## src/rtl/each_pang_to_blk_packer.sv

```systemverilog
// Packs a sub-block stream into 16-slot blocks using ping/pang banks.
// Define EACH_PANG_ZERO_FILL_EN to clear a bank's slots on its first accept.
module each_pang_to_blk_packer #(
    parameter int SUB_BLK_BIT = 8,
    parameter int SFT_BIT     = 4
) (
    input  logic                      clk,
    input  logic                      reset,
    input  logic [SUB_BLK_BIT-1:0]    sub_blki,
    input  logic                      sub_valid,
    output logic                      sub_ready,
    input  logic [SFT_BIT-1:0]        start_sft,
    input  logic                      flush,
    output logic [16*SUB_BLK_BIT-1:0] blko,
    output logic                      blk_valid,
    input  logic                      blk_ready,
    output logic                      need_full,
    output logic [SFT_BIT-1:0]        need_pang_start_inc,
    output logic [SFT_BIT-1:0]        need_pang_end_inc
);

    localparam logic [1:0] S_EMPTY   = 2'd0;
    localparam logic [1:0] S_FILLING = 2'd1;
    localparam logic [1:0] S_FULL    = 2'd2;

    logic [1:0][1:0]                   r_state, w_state_nxt;
    logic [1:0][15:0][SUB_BLK_BIT-1:0] r_slot, w_slot_nxt;
    logic [1:0][SFT_BIT-1:0]           r_start, w_start_nxt;
    logic [1:0][SFT_BIT-1:0]           r_end, w_end_nxt;
    logic                              r_fbank, w_fbank_nxt;
    logic                              r_obank, w_obank_nxt;
    logic [SFT_BIT-1:0]                r_wr_ptr, w_wr_ptr_nxt, w_idx;
    logic                              w_accept, w_done, w_drain;

    logic [16*SUB_BLK_BIT-1:0]         r_blko;
    logic                              r_need_full;
    logic [SFT_BIT-1:0]                r_need_start, r_need_end;

    // state register
    always_ff @(posedge clk) begin
        if (reset) begin
            r_state  <= {S_EMPTY, S_EMPTY};
            r_start  <= '0;
            r_end    <= '0;
            r_fbank  <= 1'b0;
            r_obank  <= 1'b0;
            r_wr_ptr <= '0;
        end else begin
            r_state  <= w_state_nxt;
            r_start  <= w_start_nxt;
            r_end    <= w_end_nxt;
            r_fbank  <= w_fbank_nxt;
            r_obank  <= w_obank_nxt;
            r_wr_ptr <= w_wr_ptr_nxt;
        end
    end

    // slot storage carries no reset; validity is tracked by the state
    always_ff @(posedge clk) begin
        r_slot <= w_slot_nxt;
    end

    // next-state logic
    always_comb begin
        w_state_nxt  = r_state;
        w_slot_nxt   = r_slot;
        w_start_nxt  = r_start;
        w_end_nxt    = r_end;
        w_fbank_nxt  = r_fbank;
        w_obank_nxt  = r_obank;
        w_wr_ptr_nxt = r_wr_ptr;
        w_idx        = r_wr_ptr;
        w_done       = 1'b0;
        if (w_accept) begin
            if (r_state[r_fbank] == S_EMPTY) begin
                w_idx                = start_sft;
                w_start_nxt[r_fbank] = start_sft;
                w_state_nxt[r_fbank] = S_FILLING;
`ifdef EACH_PANG_ZERO_FILL_EN
                w_slot_nxt[r_fbank]  = '0;
`endif
            end
            w_slot_nxt[r_fbank][w_idx] = sub_blki;
            w_end_nxt[r_fbank]         = w_idx;
            w_wr_ptr_nxt               = w_idx + SFT_BIT'(1);
            w_done                     = (&w_idx) || flush;
        end else if (flush && r_state[r_fbank] == S_FILLING) begin
            w_done = 1'b1;
        end
        // a completing bank is never FULL, so it cannot be the drained one
        if (w_done) begin
            w_state_nxt[r_fbank] = S_FULL;
            w_fbank_nxt          = ~r_fbank;
            w_wr_ptr_nxt         = '0;
        end
        if (w_drain) begin
            w_state_nxt[r_obank] = S_EMPTY;
            w_obank_nxt          = ~r_obank;
        end
    end

    // output registers follow the bank that will be presented next cycle
    always_ff @(posedge clk) begin
        if (reset) begin
            r_blko       <= '0;
            r_need_full  <= 1'b0;
            r_need_start <= '0;
            r_need_end   <= '0;
        end else begin
            r_blko       <= w_slot_nxt[w_obank_nxt];
            r_need_start <= w_start_nxt[w_obank_nxt];
            r_need_end   <= w_end_nxt[w_obank_nxt];
            r_need_full  <= (w_start_nxt[w_obank_nxt] == '0) &&
                            (&w_end_nxt[w_obank_nxt]);
        end
    end

    // output logic
    always_comb begin
        sub_ready = (r_state[r_fbank] != S_FULL);
        blk_valid = (r_state[r_obank] == S_FULL);
        w_accept  = sub_valid && sub_ready;
        w_drain   = blk_valid && blk_ready;
    end

    assign blko                = r_blko;
    assign need_full           = r_need_full;
    assign need_pang_start_inc = r_need_start;
    assign need_pang_end_inc   = r_need_end;

endmodule
```

## config.mk

```make
export PLATFORM = sky130hd
export DESIGN_NAME = each_pang_to_blk_packer
export DESIGN_NICKNAME = d
export VERILOG_FILES = /design/src/rtl/each_pang_to_blk_packer.sv
export SDC_FILE = /design/constraint.sdc
export NUM_CORES = 1
export LEC_CHECK = 0
export CORE_MARGIN = 2
export CORE_UTILIZATION = 55
export CTS_BUF_LIST = sky130_fd_sc_hd__clkbuf_16
export DETAILED_ROUTE_END_ITERATION = 8
export PLACE_DENSITY = 0.78
export SYNTH_ARGS = -nofsm -noshare
export SYNTH_HDL_FRONTEND = slang
export SYNTH_SLANG_ARGS = --single-unit
```

## constraint.sdc

```tcl
create_clock -name clk -period 5.15 [get_ports clk]
set_input_delay 1.03 -clock clk [delete_from_list [all_inputs] [get_ports clk]]
set_output_delay 1.03 -clock clk [all_outputs]
set_load 0.01 [all_outputs]
```

==> reports/results.ini, run 1 <==
[run_status]
outcome=complete, no violations

[timing]
final.min_clock_period_ps=3451
finalSetupViolCount=0
max_freq_mhz=289.7
rsz0062_at_grt=false
totalNegativeSetupSlack_ps=0
skew_ps=9.385
worst_pin_slew_ps=971.3
period_share_pct=67.01
report.final.slew_viol_count=0
hold_violations=0
slew_headroom_pct=35.18
setup_ws_ps=1699

[layout]
areaGrowthSynthToFinish_pct=20.74
antenna_cells=0
fillCellCount=1898
final-seq-area_sq_mm=0.008388
multiInputGateArea_sq_mm=0.005769
nets=1281
drive_above_1_share_pct=29.36

[clocking]
cts.sinks=419
clock_path_buffers=3
clk_latency_ps=530
ctsResizeCount=0
cts-buffers-inserted=40
cts-htree-levels=2
cts_tree=yes
root_buffer=clkbuf_16
cts_setup_buffers=0
cts_hold_buf=0
cts.clk_slew.worst_paths_ps=60

[hold_path]
whs_path_depth=1
worst_hold_path_type=flop to flop
whs_endpoint=r_slot[216]
hold_path_startpoint=r_slot[216]

[yosys]
synth_cells=1132
synth_top_area_share_pct=57.86
ys_seq_area_share_pct=57.86
synth_common_cells=419 x dfxtp_1, 258 x mux2_2, 129 x a22o_1
synth_cell_type_count=61
netlist_area_sq_mm=0.01450
yosysMostFrequentCell=dfxtp_1
synth_flop_cell=dfxtp_1
syn_nets=1149
ys.warnings.count=0
ys_top_cells_by_area=dfxtp_1 58%, mux2_2 20%, a22o_1 7.8%, clkbuf_1 1.5%, a21oi_2 1.4%
synth_top_cell_by_area=dfxtp_1
synth_area_per_cell_sq_um=12.81
async_flop_share_pct=0
yosys_register_bits=419
synth_edf_count=0

[power]
internal_power_uw=6832
p_sw_uw=2335
max-vdd-ir-drop_v=0.0003419
combPwrFrac_pct=22.0
clkPwrFrac_pct=30.0
p_leak_uw=0.006937
pwr_density_cell_mw_per_mm2=523.8
swShare_pct=25.47
seq_power_share_pct=48.1

[setup_path]
r2r_cells=5
r2r_slack_ps=1810
endpoint_kind=flop
crit_arrival_ps=3860
r2r_start=r_fbank
critPathMaxFanout=14
crit_required_ps=5560
crit_type=input port to flop
worst_setup_path_start_kind=input port
reg2reg_to=blko[28]

[die]
dieWidth_um=166.4
std_cell_rows=59
core_area_sq_mm=0.02598
initial_core_util_pct=55.79
io-pin-count=156
fp.dieArea_sq_mm=0.02767
fp.dieH_um=166.4

[grt]
grt_max_degree=130
grt_pass1_vias=9404
grt.overflow.total=0
grt_pass1_wl_um=52110
track_usage_pct=23.24
antenna_found_initial=0

[drt]
drt-pass1-iter-count=5
drc=0
drt-vias-per-instance=5.796
vias=9425
drtIter0Drc=752
antenna_left=0
wl_um=32860
wire_per_inst_um=20.21

[place]
gp_congestion=0.8491
dp_slack_ps=1224
dp.final_hpwl_um=19440
io_buffers=155

[run]
drv_cap=0

-- flip-flops by register name (all words and copies together), names as in the netlist --
signal and flops:
need_pang_start_inc 4, r_state 4, need_full 1, r_end 8
r_fbank 1, r_wr_ptr 4, need_pang_end_inc 4, r_obank 1
r_start 8, r_slot 256, blko 128
-- cells in the final DEF (no fill, tap or decap), drive strengths merged, types with 4 or more instances in the layout --
master	instances
nand2	11
nand2b	6
a221oi	6
o21ai	29
nor2b	13
o211ai	9
a31oi	4
mux2i	11
nor3	5
nor4b	4
nor2	35
clkdlybuf4s50	154
inv	15
a22o	129
nand4	12
a21oi	35
dfxtp	419
clkbuf	42
clkinv	15
buf	15
mux2	258
a211oi	12
nand3	6
-- through the flow --
stage | total power (uW) | instance area, sq um | std cells | hold WS, ps | utilization (%)
2_1_floorplan | 5637 | 14500 | 1132 | 449.9 | -
3_3_place_gp | 6380 | 16280 | 1557 | 454.5 | 62.63
3_5_place_dp | 6468 | 16280 | 1557 | 458.1 | 62.63
4_1_cts | 9219 | 17500 | 1626 | 472.2 | 67.36
5_1_grt | 9581 | 17500 | 1626 | 482.2 | 67.36
6_report | 9168 | 17500 | 1626 | 469.5 | 67.36
-- critical path, cell delays in order --
cell	delay [ps]
clkdlybuf4s50_1	820
nor2b_1	590
o211ai_2	230
a21oi_2	530
mux2_2	410
a22o_1	240
-- power groups by stage --
stage          Combinational, uW  Sequential, uW  Clock (uW)
6_report                    2010            4410        2750
5_1_grt                     2160            4490        2930
4_1_cts                     2020            4410        2790
3_5_place_dp                2000            4470           0
3_3_place_gp                1940            4440           0
2_1_floorplan               1140            4500           0
-- metal layers --
| metal | vias to the layer above | GRT usage [%] | routed length, um |
|---|---|---|---|
| met5 | - | 0 | 0 |
| met4 | 0 | 4.985 | 536 |
| met3 | 42 | 4.337 | 1675 |
| met2 | 284 | 38.50 | 15660 |
| met1 | 4670 | 31.93 | 14990 |
| li1 | 4429 | - | - |
-- logic make-up (layout without fill, tap and decap cells) --
| logic type | count (synthesis) | count (layout) | synth area share (%) |
|---|---|---|---|
| and+or+nand+nor | 111 | 111 | 4.437 |
| buffers and inverters | 85 | 244 | 2.486 |
| xor gates and xnor gates | 1 | 1 | 0.06043 |
| muxes | 269 | 269 | 20.80 |
| DFF | 419 | 419 | 57.86 |
| AOI/OAI and AO/OA | 247 | 247 | 14.35 |
-- how the worst max path moves through the flow --
stage / start / end / slack, ps / depth (start not counted)
after floorplan: start_sft[2] / blko[24] / 2420 / 6
after global placement: sub_valid / blko[79] / 1230 / 5
after detailed placement: sub_valid / blko[79] / 1220 / 5
after CTS: sub_valid / blko[79] / 1760 / 5
after global routing: start_sft[0] / blko[74] / 1610 / 6
final: start_sft[0] / blko[79] / 1700 / 6
-- final cells by class --
class,count,share of cell area [%]
clock inverter,27,1.008
tap,335,2.395
inverter,6,0.1287
clock buffer,42,6.005
timing repair buffer,169,9.579
multi-input combinational,628,32.96
sequential,419,47.92
Note: power is estimated with default switching activity, not from simulation.
==> inputs of run 2 (changes only) <==
--- a/config.mk
+++ b/config.mk
@@ -6,10 +6,10 @@
 export NUM_CORES = 1
 export LEC_CHECK = 0
 export CORE_MARGIN = 2
-export CORE_UTILIZATION = 55
+export CORE_UTILIZATION = 50
 export CTS_BUF_LIST = sky130_fd_sc_hd__clkbuf_16
 export DETAILED_ROUTE_END_ITERATION = 8
-export PLACE_DENSITY = 0.78
+export PLACE_DENSITY = 0.75
 export SYNTH_ARGS = -nofsm -noshare
 export SYNTH_HDL_FRONTEND = slang
 export SYNTH_SLANG_ARGS = --single-unit
==> constraint.sdc (replaced) <==
create_clock -name clk -period 3 [get_ports clk]
set_input_delay 0.6 -clock clk [delete_from_list [all_inputs] [get_ports clk]]
set_output_delay 0.6 -clock clk [all_outputs]
set_load 0.01 [all_outputs]
==> run 2 against run 1 <==
Highest routed layer unchanged. Sequential cell count is the same. Via count grew 1.4%. Utilization shrank 4.2 points. Total power grew 72%. Critical path type is now flop to output port. Final cell count grew 6.6%. Clock power grew 70%. Final area grew 3.3%. Sequential share of layout area shrank 1.6 points. Die area grew 9.7%. Combinational power grew 77%.
==> reports/results.ini, run 2 (synthesized netlist as in run 1, its figures left out) <==
[clocking]
cts_tree=yes  ; unchanged
cts-htree-levels=2  ; unchanged
cts.sinks=419  ; unchanged
cts.clk_slew.worst_paths_ps=60  ; about the same
cts-buffers-inserted=41  ; was 40
clock_path_buffers=3  ; unchanged
root_buffer=clkbuf_16  ; unchanged
cts_setup_buffers=0  ; unchanged
clk_latency_ps=530  ; about the same
ctsResizeCount=0  ; unchanged
cts_hold_buf=0  ; unchanged

[run]
drv_cap=0  ; unchanged

[layout]
multiInputGateArea_sq_mm=0.005769  ; unchanged
largest_reg_flops=256  ; unchanged
top_register=r_slot  ; unchanged
areaGrowthSynthToFinish_pct=24.78  ; was 20.74%
postLayoutCellArea_sq_mm=0.01809  ; was 0.01750 sq mm
mostFrequentLayoutCells=419 x dfxtp_1, 258 x mux2_2, 155 x clkdlybuf4s50_1, 129 x a22o_1, 62 x buf_4  ; was 419 x dfxtp_1, 258 x mux2_2, 154 x clkdlybuf4s50_1, 129 x a22o_1, 42 x clkbuf_16
nets=1340  ; was 1,281
final_common_cell=dfxtp_1  ; unchanged
final-seq-area_sq_mm=0.008388  ; unchanged
antenna_cells=0  ; unchanged
drive_above_1_share_pct=32.47  ; was 29.36%
fillCellCount=2192  ; was 1,898

[timing]
hold_violations=0  ; unchanged
period_share_pct=96.07
worst_pin_slew_ps=657.2  ; was 971.3 ps
totalNegativeSetupSlack_ps=0  ; unchanged
holdWs_ps=471.3  ; was 469.5 ps
rsz0062_at_grt=false  ; unchanged
final.min_clock_period_ps=2882
report.final.slew_viol_count=0  ; unchanged
skew_ps=8.471  ; was 9.385 ps
slew_headroom_pct=56.19  ; was 35.18%
max_freq_mhz=347.0
finalSetupViolCount=0  ; unchanged

[die]
initial_core_util_pct=50.64  ; was 55.79%
dieWidth_um=174.3  ; was 166.4 um
core_area_sq_mm=0.02863  ; was 0.02598 sq mm
fp.dieArea_sq_mm=0.03037  ; was 0.02767 sq mm
io-pin-count=156  ; unchanged
std_cell_rows=62  ; was 59
fp.dieH_um=174.3  ; was 166.4 um

[grt]
grt_max_degree=74  ; was 130
track_usage_pct=21.42  ; was 23.24%
grt_pass1_wl_um=52180  ; was 52,110 um
antenna_found_initial=0  ; unchanged
grt.overflow.total=0  ; unchanged
grt_pass1_vias=9562  ; was 9,404

[drt]
wl_um=33190  ; was 32,860 um
wl_met1_um=15310  ; was 14,990 um
vias=9559  ; was 9,425
drt-pass1-iter-count=5  ; unchanged
antenna_left=0  ; unchanged
drc=0  ; unchanged
wire_per_inst_um=19.15  ; was 20.21 um
wl_met2_um=15880  ; was 15,660 um
met3_length_um=1387  ; was 1675 um
drt-vias-per-instance=5.516  ; was 5.796
top_layer=met4  ; unchanged
drtIter0Drc=734  ; was 752

[power]
pwr_density_cell_mw_per_mm2=872.9  ; was 523.8 mW/mm^2
p_leak_uw=0.007236  ; was 0.006937 uW
max-vdd-ir-drop_v=0.0005484  ; was 0.0003419 V

[setup_path]
crit_arrival_ps=2280  ; was 3860 ps
crit_type=flop to output port  ; was input port to flop
worst_setup_path_start_kind=flop  ; was input port
crit_required_ps=2400  ; was 5560 ps
critPathMaxFanout=7  ; was 14
endpoint_kind=output port  ; was flop

[place]
io_buffers=155  ; unchanged
gp_congestion=0.8923  ; was 0.8491
dp.final_hpwl_um=20750  ; was 19,440 um
dpl_cell_area_sq_mm=0.01688  ; was 0.01628 sq mm

[run_status]
outcome=complete, no violations  ; unchanged

[hold_path]
worst_hold_path_type=flop to flop  ; unchanged

run 2: final cells by class:
cell class	instances	area share [%]
multi-input combinational	628	31.89
sequential	419	46.37
clock buffer	42	5.810
clock inverter	27	0.8854
inverter	6	0.1245
tap	384	2.656
timing repair buffer	227	12.26
run 2: critical path, stage by stage (launching register included):
cell and delay (ps):
dfxtp_1 440, buf_4 190, nor2b_1 390, nand2_1 90, o21ai_0 90, clkdlybuf4s50_1 560
run 2: where the power goes:
part	total [uW]	internal (uW)	switching (uW)	leakage [uW]
sequential	7550	7100	456	0.00346
combinational	3560	2020	1540	0.00316
clock	4670	2620	2060	0.000615
run 2: worst paths after layout:
path	from	endpoint	slack [ps]	cells after the start
max reg2reg	r_fbank	blko[89]	300	5
max	r_state[3]	blk_valid	120	5
min reg2reg	r_slot[176]	r_slot[176]	470	1
min	r_slot[176]	r_slot[176]	470	1
run 2: per-stage QoR:
stage | std cells | setup slack [ps] | util [%] | power, uW
after CTS | 1733 | 71.26 | 63.19 | 15900
after global placement | 1664 | 121.3 | 58.96 | 11050
after floorplan | 1132 | 703.0 | - | 9678
after detailed placement | 1664 | 44.90 | 58.96 | 11210
final | 1733 | 117.9 | 63.19 | 15790
after global routing | 1733 | 11.80 | 63.19 | 16500
run 2: routing by layer:
metal | GRT usage (%) | vias up
li1 | - | 4549
met1 | 29.06 | 4722
met2 | 35.68 | 237
met3 | 3.018 | 51
met4 | 6.197 | 0
met5 | 0 | -
